<file path="src/rtl/loader_pkg.sv">
// rtl/loader_pkg.sv - shared types and frame constants for the UART program loader
package loader_pkg;

   typedef enum logic [2:0] {
      IDLE,
      LEN_LO,
      LEN_HI,
      DATA,
      CSUM,
      DONE,
      ERR
   } loader_state_t;

   typedef enum logic [1:0] {
      RX_IDLE,
      RX_START,
      RX_DATA,
      RX_STOP
   } rx_state_t;

   localparam logic [7:0] SYNC_BYTE_DEFAULT = 8'hA5;
   localparam int         LEN_BYTES         = 2;
   localparam int         WORD_BYTES        = 4;

endpackage

</file>
<file path="src/rtl/uart_rx.sv">
// rtl/uart_rx.sv - 8N1 UART receiver: 2-flop synchronizer, bit timer, mid-bit sampling
module uart_rx
   import loader_pkg::*;
#(
   parameter int CLK_FREQ = 100_000_000,
   parameter int BAUD     = 115200
) (
   input  logic       clk,
   input  logic       rst,
   input  logic       rx,
   output logic       byte_valid,
   output logic [7:0] byte_data,
   output logic       frame_err
);
   localparam int CLKS_PER_BIT = CLK_FREQ / BAUD;
   localparam int CNT_W        = $clog2(CLKS_PER_BIT + 1);
   localparam logic [CNT_W-1:0] FULL_CNT = CNT_W'(CLKS_PER_BIT - 1);
   localparam logic [CNT_W-1:0] HALF_CNT = CNT_W'(CLKS_PER_BIT / 2 - 1);

   rx_state_t        rstate, rstate_n;
   logic             rx_s1, rx_s2, rx_d;
   logic [CNT_W-1:0] cnt, cnt_n;
   logic [2:0]       bit_idx, bit_idx_n;
   logic [7:0]       shreg, shreg_n;
   logic             byte_valid_n, frame_err_n;

   always_ff @(posedge clk or negedge rst) begin
      if (!rst) begin
         rx_s1      <= 1'b1;
         rx_s2      <= 1'b1;
         rx_d       <= 1'b1;
         rstate     <= RX_IDLE;
         cnt        <= '0;
         bit_idx    <= '0;
         shreg      <= '0;
         byte_valid <= 1'b0;
         frame_err  <= 1'b0;
      end else begin
         rx_s1      <= rx;
         rx_s2      <= rx_s1;
         rx_d       <= rx_s2;
         rstate     <= rstate_n;
         cnt        <= cnt_n;
         bit_idx    <= bit_idx_n;
         shreg      <= shreg_n;
         byte_valid <= byte_valid_n;
         frame_err  <= frame_err_n;
      end
   end

   always_comb begin
      rstate_n     = rstate;
      cnt_n        = cnt + 1'b1;
      bit_idx_n    = bit_idx;
      shreg_n      = shreg;
      byte_valid_n = 1'b0;
      frame_err_n  = 1'b0;
      case (rstate)
         RX_IDLE: begin
            cnt_n = '0;
            if (rx_d && !rx_s2) rstate_n = RX_START;
         end
         // a start bit that is high again at half a bit time was only a glitch
         RX_START: if (cnt == HALF_CNT) begin
            cnt_n     = '0;
            bit_idx_n = '0;
            rstate_n  = rx_s2 ? RX_IDLE : RX_DATA;
         end
         RX_DATA: if (cnt == FULL_CNT) begin
            cnt_n     = '0;
            shreg_n   = {rx_s2, shreg[7:1]};
            bit_idx_n = bit_idx + 1'b1;
            if (bit_idx == 3'd7) rstate_n = RX_STOP;
         end
         RX_STOP: if (cnt == FULL_CNT) begin
            cnt_n        = '0;
            byte_valid_n = rx_s2;
            frame_err_n  = !rx_s2;
            rstate_n     = RX_IDLE;
         end
         default: rstate_n = RX_IDLE;
      endcase
   end

   assign byte_data = shreg;

endmodule

</file>
<file path="src/rtl/uart_prog_loader.sv">
// rtl/uart_prog_loader.sv - framed UART image loader driving imem writes and core hold; option LOADER_TIMEOUT_EN
module uart_prog_loader
   import loader_pkg::*;
#(
   parameter int         CLK_FREQ       = 100_000_000,
   parameter int         BAUD           = 115200,
   parameter int         ADDR_W         = 10,
`ifdef LOADER_TIMEOUT_EN
   parameter int         TIMEOUT_CYCLES = 1_000_000,
`endif
   parameter logic [7:0] SYNC_BYTE      = SYNC_BYTE_DEFAULT
) (
   input  logic              clk,
   input  logic              rst,
   input  logic              uart_rx,
   output logic              imem_we,
   output logic [ADDR_W-1:0] imem_addr,
   output logic [31:0]       imem_wdata,
   output logic              core_hold,
   output logic              load_done,
   output logic              load_err
);
   localparam int LEN_W = 8 * LEN_BYTES;
   localparam int IDX_W = $clog2(WORD_BYTES);
   localparam logic [IDX_W-1:0] LAST_IDX  = IDX_W'(WORD_BYTES - 1);
   localparam logic [LEN_W:0]   MAX_WORDS = {{LEN_W{1'b0}}, 1'b1} << ADDR_W;

   logic        byte_valid, frame_err;
   logic [7:0]  byte_data;

   loader_state_t     state, state_n;
   logic [7:0]        len_lo, len_lo_n;
   logic [LEN_W-1:0]  len, len_n, wcnt, wcnt_n;
   logic [IDX_W-1:0]  idx, idx_n;
   logic [31:0]       word, word_n, wdata_n;
   logic [7:0]        sum, sum_n;
   logic              we_n;
   logic [ADDR_W-1:0] addr_n;
   logic              active, tmo_hit;

   uart_rx #(.CLK_FREQ(CLK_FREQ), .BAUD(BAUD)) u_rx (
      .clk       (clk),
      .rst       (rst),
      .rx        (uart_rx),
      .byte_valid(byte_valid),
      .byte_data (byte_data),
      .frame_err (frame_err)
   );

   assign active    = (state == LEN_LO) || (state == LEN_HI) || (state == DATA) || (state == CSUM);
   assign core_hold = (state != DONE);
   assign load_done = (state == DONE);
   assign load_err  = (state == ERR);

`ifdef LOADER_TIMEOUT_EN
   localparam int TMO_W = $clog2(TIMEOUT_CYCLES + 1);
   logic [TMO_W-1:0] tmo_cnt;

   // counts cycles since the last byte, so it equals TIMEOUT_CYCLES-1 one cycle before expiry
   always_ff @(posedge clk or negedge rst) begin
      if (!rst)            tmo_cnt <= '0;
      else if (byte_valid) tmo_cnt <= TMO_W'(1);
      else if (active)     tmo_cnt <= tmo_cnt + 1'b1;
      else                 tmo_cnt <= '0;
   end

   assign tmo_hit = active && !byte_valid && (tmo_cnt == TMO_W'(TIMEOUT_CYCLES - 1));
`else
   assign tmo_hit = 1'b0;
`endif

   always_ff @(posedge clk or negedge rst) begin
      if (!rst) begin
         state      <= IDLE;
         len_lo     <= '0;
         len        <= '0;
         wcnt       <= '0;
         idx        <= '0;
         word       <= '0;
         sum        <= '0;
         imem_we    <= 1'b0;
         imem_addr  <= '0;
         imem_wdata <= '0;
      end else begin
         state      <= state_n;
         len_lo     <= len_lo_n;
         len        <= len_n;
         wcnt       <= wcnt_n;
         idx        <= idx_n;
         word       <= word_n;
         sum        <= sum_n;
         imem_we    <= we_n;
         imem_addr  <= addr_n;
         imem_wdata <= wdata_n;
      end
   end

   always_comb begin
      state_n  = state;
      len_lo_n = len_lo;
      len_n    = len;
      wcnt_n   = wcnt;
      idx_n    = idx;
      word_n   = word;
      sum_n    = sum;
      we_n     = 1'b0;
      addr_n   = imem_addr;
      wdata_n  = imem_wdata;
      case (state)
         IDLE: if (byte_valid && byte_data == SYNC_BYTE) state_n = LEN_LO;
         LEN_LO: if (byte_valid) begin
            len_lo_n = byte_data;
            state_n  = LEN_HI;
         end
         LEN_HI: if (byte_valid) begin
            len_n  = {byte_data, len_lo};
            addr_n = '0;
            wcnt_n = '0;
            idx_n  = '0;
            sum_n  = '0;
            if ({1'b0, len_n} > MAX_WORDS) state_n = ERR;
            else if (len_n == '0)          state_n = CSUM;
            else                           state_n = DATA;
         end
         DATA: begin
            if (byte_valid) begin
               word_n[{idx, 3'b000} +: 8] = byte_data;
               sum_n = sum + byte_data;
               idx_n = idx + 1'b1;
               if (idx == LAST_IDX) begin
                  we_n    = 1'b1;
                  wdata_n = word_n;
               end
            end
            // the address moves on only once the strobe for the current word has gone out
            if (imem_we) begin
               wcnt_n = wcnt + 1'b1;
               if (wcnt_n == len) begin
                  addr_n  = '0;
                  state_n = CSUM;
               end else begin
                  addr_n = imem_addr + 1'b1;
               end
            end
         end
         CSUM: if (byte_valid) state_n = (byte_data == sum) ? DONE : ERR;
         DONE, ERR: if (byte_valid && byte_data == SYNC_BYTE) state_n = LEN_LO;
         default: state_n = IDLE;
      endcase
      if (active && (frame_err || tmo_hit)) state_n = ERR;
   end

endmodule

</file>
<file path="config.mk">
export PLATFORM = sky130hd
export DESIGN_NAME = uart_prog_loader
export DESIGN_NICKNAME = d
export VERILOG_FILES = /design/src/rtl/loader_pkg.sv /design/src/rtl/uart_rx.sv /design/src/rtl/uart_prog_loader.sv
export SDC_FILE = /design/constraint.sdc
export NUM_CORES = 1
export LEC_CHECK = 0
export CELL_PAD_IN_SITES_DETAIL_PLACEMENT = 1
export CELL_PAD_IN_SITES_GLOBAL_PLACEMENT = 2
export CORE_UTILIZATION = 29
export DETAILED_ROUTE_END_ITERATION = 8
export GPL_TIMING_DRIVEN = 0
export PLACE_DENSITY = 0.66
export SETUP_SLACK_MARGIN = 0.2
export SYNTH_ARGS = -nofsm -noshare
export SYNTH_HDL_FRONTEND = slang
export SYNTH_SLANG_ARGS = --single-unit
</file>
<file path="constraint.sdc">
create_clock -name clk -period 2.5 [get_ports clk]
set_input_delay 0.375 -clock clk [delete_from_list [all_inputs] [get_ports clk]]
set_output_delay 0.375 -clock clk [all_outputs]
set_load 0.005 [all_outputs]
</file>
==> impl_metrics.env <==
export IMPL_status="finished, violations left"
export IMPL_violations="negative setup slack"
export IMPL_drcViolationCount=0
export IMPL_port_buffers=48
export IMPL_ys_warn_count=0
export IMPL_numCtsBuffers=17
export IMPL_synth_seq_cells=148
export IMPL_drive_above_1_share_pct=22.29
export IMPL_synth_area_leaders="dfrtp_1 49%, o21ai_0 5.3%, mux2_2 4.9%"
export IMPL_drt_initial_drc_count=245
export IMPL_cts_root_buf="clkbuf_16"
export IMPL_drv_cap=0
export IMPL_grt_overflow=0
export IMPL_setup_viol=7
export IMPL_slew_viol_final=0
export IMPL_yosysUniqueCellTypes=59
export IMPL_max_slew_worst_pin_slew_ns=0.6644
export IMPL_power_uw=5543
export IMPL_coreArea_sq_um=25110
export IMPL_cp_data_arrival_time_ns=2.88
export IMPL_synthToLayoutAreaGrowth_pct=30.05
export IMPL_antenna_left=0
export IMPL_diodes=0
export IMPL_netlist_area_leader_share_pct=48.93
export IMPL_grt_max_degree=88
export IMPL_fin_skew_ns=0.01370
export IMPL_worstHoldStart="uart_rx"
export IMPL_ys_seq_area_share_pct=49.99
export IMPL_cp_common_cell="buf_6"
export IMPL_chipHeight_microns=161.9
export IMPL_rr_worst_depth=13
export IMPL_h_tree_depth=4
export IMPL_synthesis_nets=762
export IMPL_grt_pass1_wl_microns=35870
export IMPL_holdPathStages=1
export IMPL_synth_top_cell_by_area="dfrtp_1"
export IMPL_antenna_found_initial=0
export IMPL_critPathBufInv=5
export IMPL_cts_tree="built"
export IMPL_hp_class="input port to flop"
export IMPL_start_util_pct=29.53
export IMPL_synthArstFlopShare_pct=100.0
export IMPL_clk_path_buf_depth=2
export IMPL_path_cells="buf_6, buf_6, nand3_4, buf_8, nor4_4, xnor2_1, o211ai_1, a2111oi_4, a21oi_4, buf_12, buf_6, nor2_4, nor2_1"
export IMPL_viasPerCell=5.067
export IMPL_vias=6015
export IMPL_avgSynthCellArea_sq_um=10.08
export IMPL_final_cell_mix="135 x dfrtp_1, 92 x nand2_1, 69 x o21ai_0"
export IMPL_synth_cell_area_sq_um=7416
export IMPL_critPathKind="flop to flop"
export IMPL_ir_worst_vdd_uv=359.0
export IMPL_p_leak_uw=0.004234
export IMPL_hold_violations=0
export IMPL_routabilityCongestion=0.7736
export IMPL_track_usage_pct=17.55
export IMPL_dp_hpwl_microns=14510
export IMPL_critPathRequiredTime_ns=2.82
export IMPL_firstDrtPassIters=6
export IMPL_worst_slack_ns=-0.06410
export IMPL_crit_reg2reg_launch="wcnt[2]$_DFFE_PN0P_"
export IMPL_crit_start="wcnt[2]$_DFFE_PN0P_"
export IMPL_clkLatencyLatePin_ns=0.44
export IMPL_post_place_ws_ns=-0.4567
export IMPL_routed_wl_microns=21820
export IMPL_endpoint_kind="flop"
export IMPL_period_needed_ns=2.564
export IMPL_startpoint_type="flop"
export IMPL_period_share_pct=102.6
export IMPL_layout_commonest_cell="dfrtp_1"
export IMPL_cts_sinks=148
export IMPL_slowest_stage="a2111oi_4"
export IMPL_rsz0062_at_grt="yes"
export IMPL_clk_pin_slew_worst_paths_ns=0.06
export IMPL_cpPeakStageDelay_ns=0.39
export IMPL_dieArea_sq_um=26210
export IMPL_ys_flop_type="dfrtp_1"
export IMPL_wl_per_cell_microns=18.38
export IMPL_die_w_microns=161.9
export IMPL_synth_edf_count=0
export IMPL_cp_max_fo=10
export IMPL_maxSlewHeadroom_pct=55.71
export IMPL_power_density_nw_per_um2=574.8
export IMPL_fin_nets=870
export IMPL_worst_path_dominant_cell_family="buffers and inverters"
export IMPL_io_pins=49
export IMPL_rows=58
export IMPL_cp_depth=13
export IMPL_synth_cells=736
export IMPL_grt_pass1_vias=6577
export IMPL_fmax_mhz=390.0
-- worst reg2reg max path, delay by kind of cell (launching register included) --
| kind | cells | cell delay (ns) |
|---|---|---|
| buf+inv | 5 | 0.67 |
| simple gates | 4 | 0.64 |
| xor+xnor | 1 | 0.18 |
| flops | 1 | 0.34 |
| compound gates | 3 | 0.64 |
-- registers in the layout, summed over array words and instances (netlist names), named ones only --
name,count
u_rx.cnt,10
imem_wdata,32
imem_addr,10
u_rx.bit_idx,3
u_rx.rx_d,1
len_lo,8
u_rx.byte_data,8
state,3
imem_we,1
len,16
u_rx.frame_err,1
u_rx.rstate,1
wcnt,16
word,24
u_rx.byte_valid,1
sum,8
idx,2
u_rx.rx_s2,1
u_rx.rx_s1,1
-- routing by layer --
metal / GRT usage, % / wire length (microns)
met5: 0 / 0
met4: 5.961 / 395
met3: 3.166 / 625
met2: 28.93 / 10570
met1: 23.11 / 10230
-- cell type report --
type / instances / area, sq um
clock inverters: 12 / 143.9
well taps: 330 / 412.9
multi-input cells: 524 / 3774
fillers: 2836 / 15460
inverters: 19 / 71.32
flip-flops and latches: 148 / 3720
repair buffers: 89 / 834.6
plain buffers: 45 / 241.5
clock buffers: 20 / 446.7
-- synth_stat cells, types with 7 or more instances --
cell type / instances
inv_1: 19
nor4_1: 10
and2_1: 7
nand2_1: 93
nand3_1: 23
xor2_1: 20
dfrtp_1: 145
mux2_2: 32
nor2b_1: 28
nor3_1: 12
nor2_1: 30
a21oi_1: 32
xnor2_1: 22
a22o_1: 32
clkbuf_1: 41
ha_1: 22
o21ai_0: 79
mux2i_1: 7
-- power breakdown --
part	total, uW	switching [uW]	internal (uW)
registers	2480	44.8	2440
logic	416	264	152
clock network	2650	1130	1520
-- worst paths after layout --
path,endpoint,slack (ns)
worst max-delay path,imem_addr[7]$_DFFE_PN0P_,-0.06
worst min-delay path,u_rx.rx_s1$_DFF_PN1_,0.35
worst max register to register,imem_addr[7]$_DFFE_PN0P_,-0.06
worst min register to register,u_rx.rx_s2$_DFF_PN1_,0.35
max in group asynchronous,wcnt[8]$_DFFE_PN0P_,1.10
min in group asynchronous,u_rx.bit_idx[2]$_DFFE_PN0P_,0.51
-- what timing repair did --
item                                    in CTS  in global routing
pin swaps                                   12                 14
buffers inserted                            24                 15
endpoints found under the setup margin     114                 64
hold buffers                                 1                  0
gates resized for setup                     66                 40
hold endpoints to repair                    58                  0
-- cells by family after synthesis --
| family | count (synthesis) | share of synthesized area (%) |
|---|---|---|
| AOI/OAI and AO/OA | 176 | 15.13 |
| xor gates and xnor gates | 42 | 4.960 |
| adders and majority gates | 24 | 4.117 |
| buffers and inverters | 64 | 3.273 |
| DFF | 148 | 49.99 |
| muxes | 39 | 5.804 |
| and+or+nand+nor | 243 | 16.72 |
-- metrics by stage --
step           instance area, sq um  setup TNS, ns  hold slack [ns]  instances  util (%)
3_3_place_gp                   8396        -776.31           0.3467       1114     33.44
5_1_grt                        9644         -1.963           0.3488       1187     38.41
4_1_cts                        9399        -0.9162           0.3367       1172     37.43
6_report                       9644        -0.3442           0.3475       1187     38.41
3_5_place_dp                   8424         -15.19           0.3478       1115     33.55
2_1_floorplan                  7502              0          0.07941        736         -
(Power assumes the default switching activity.)
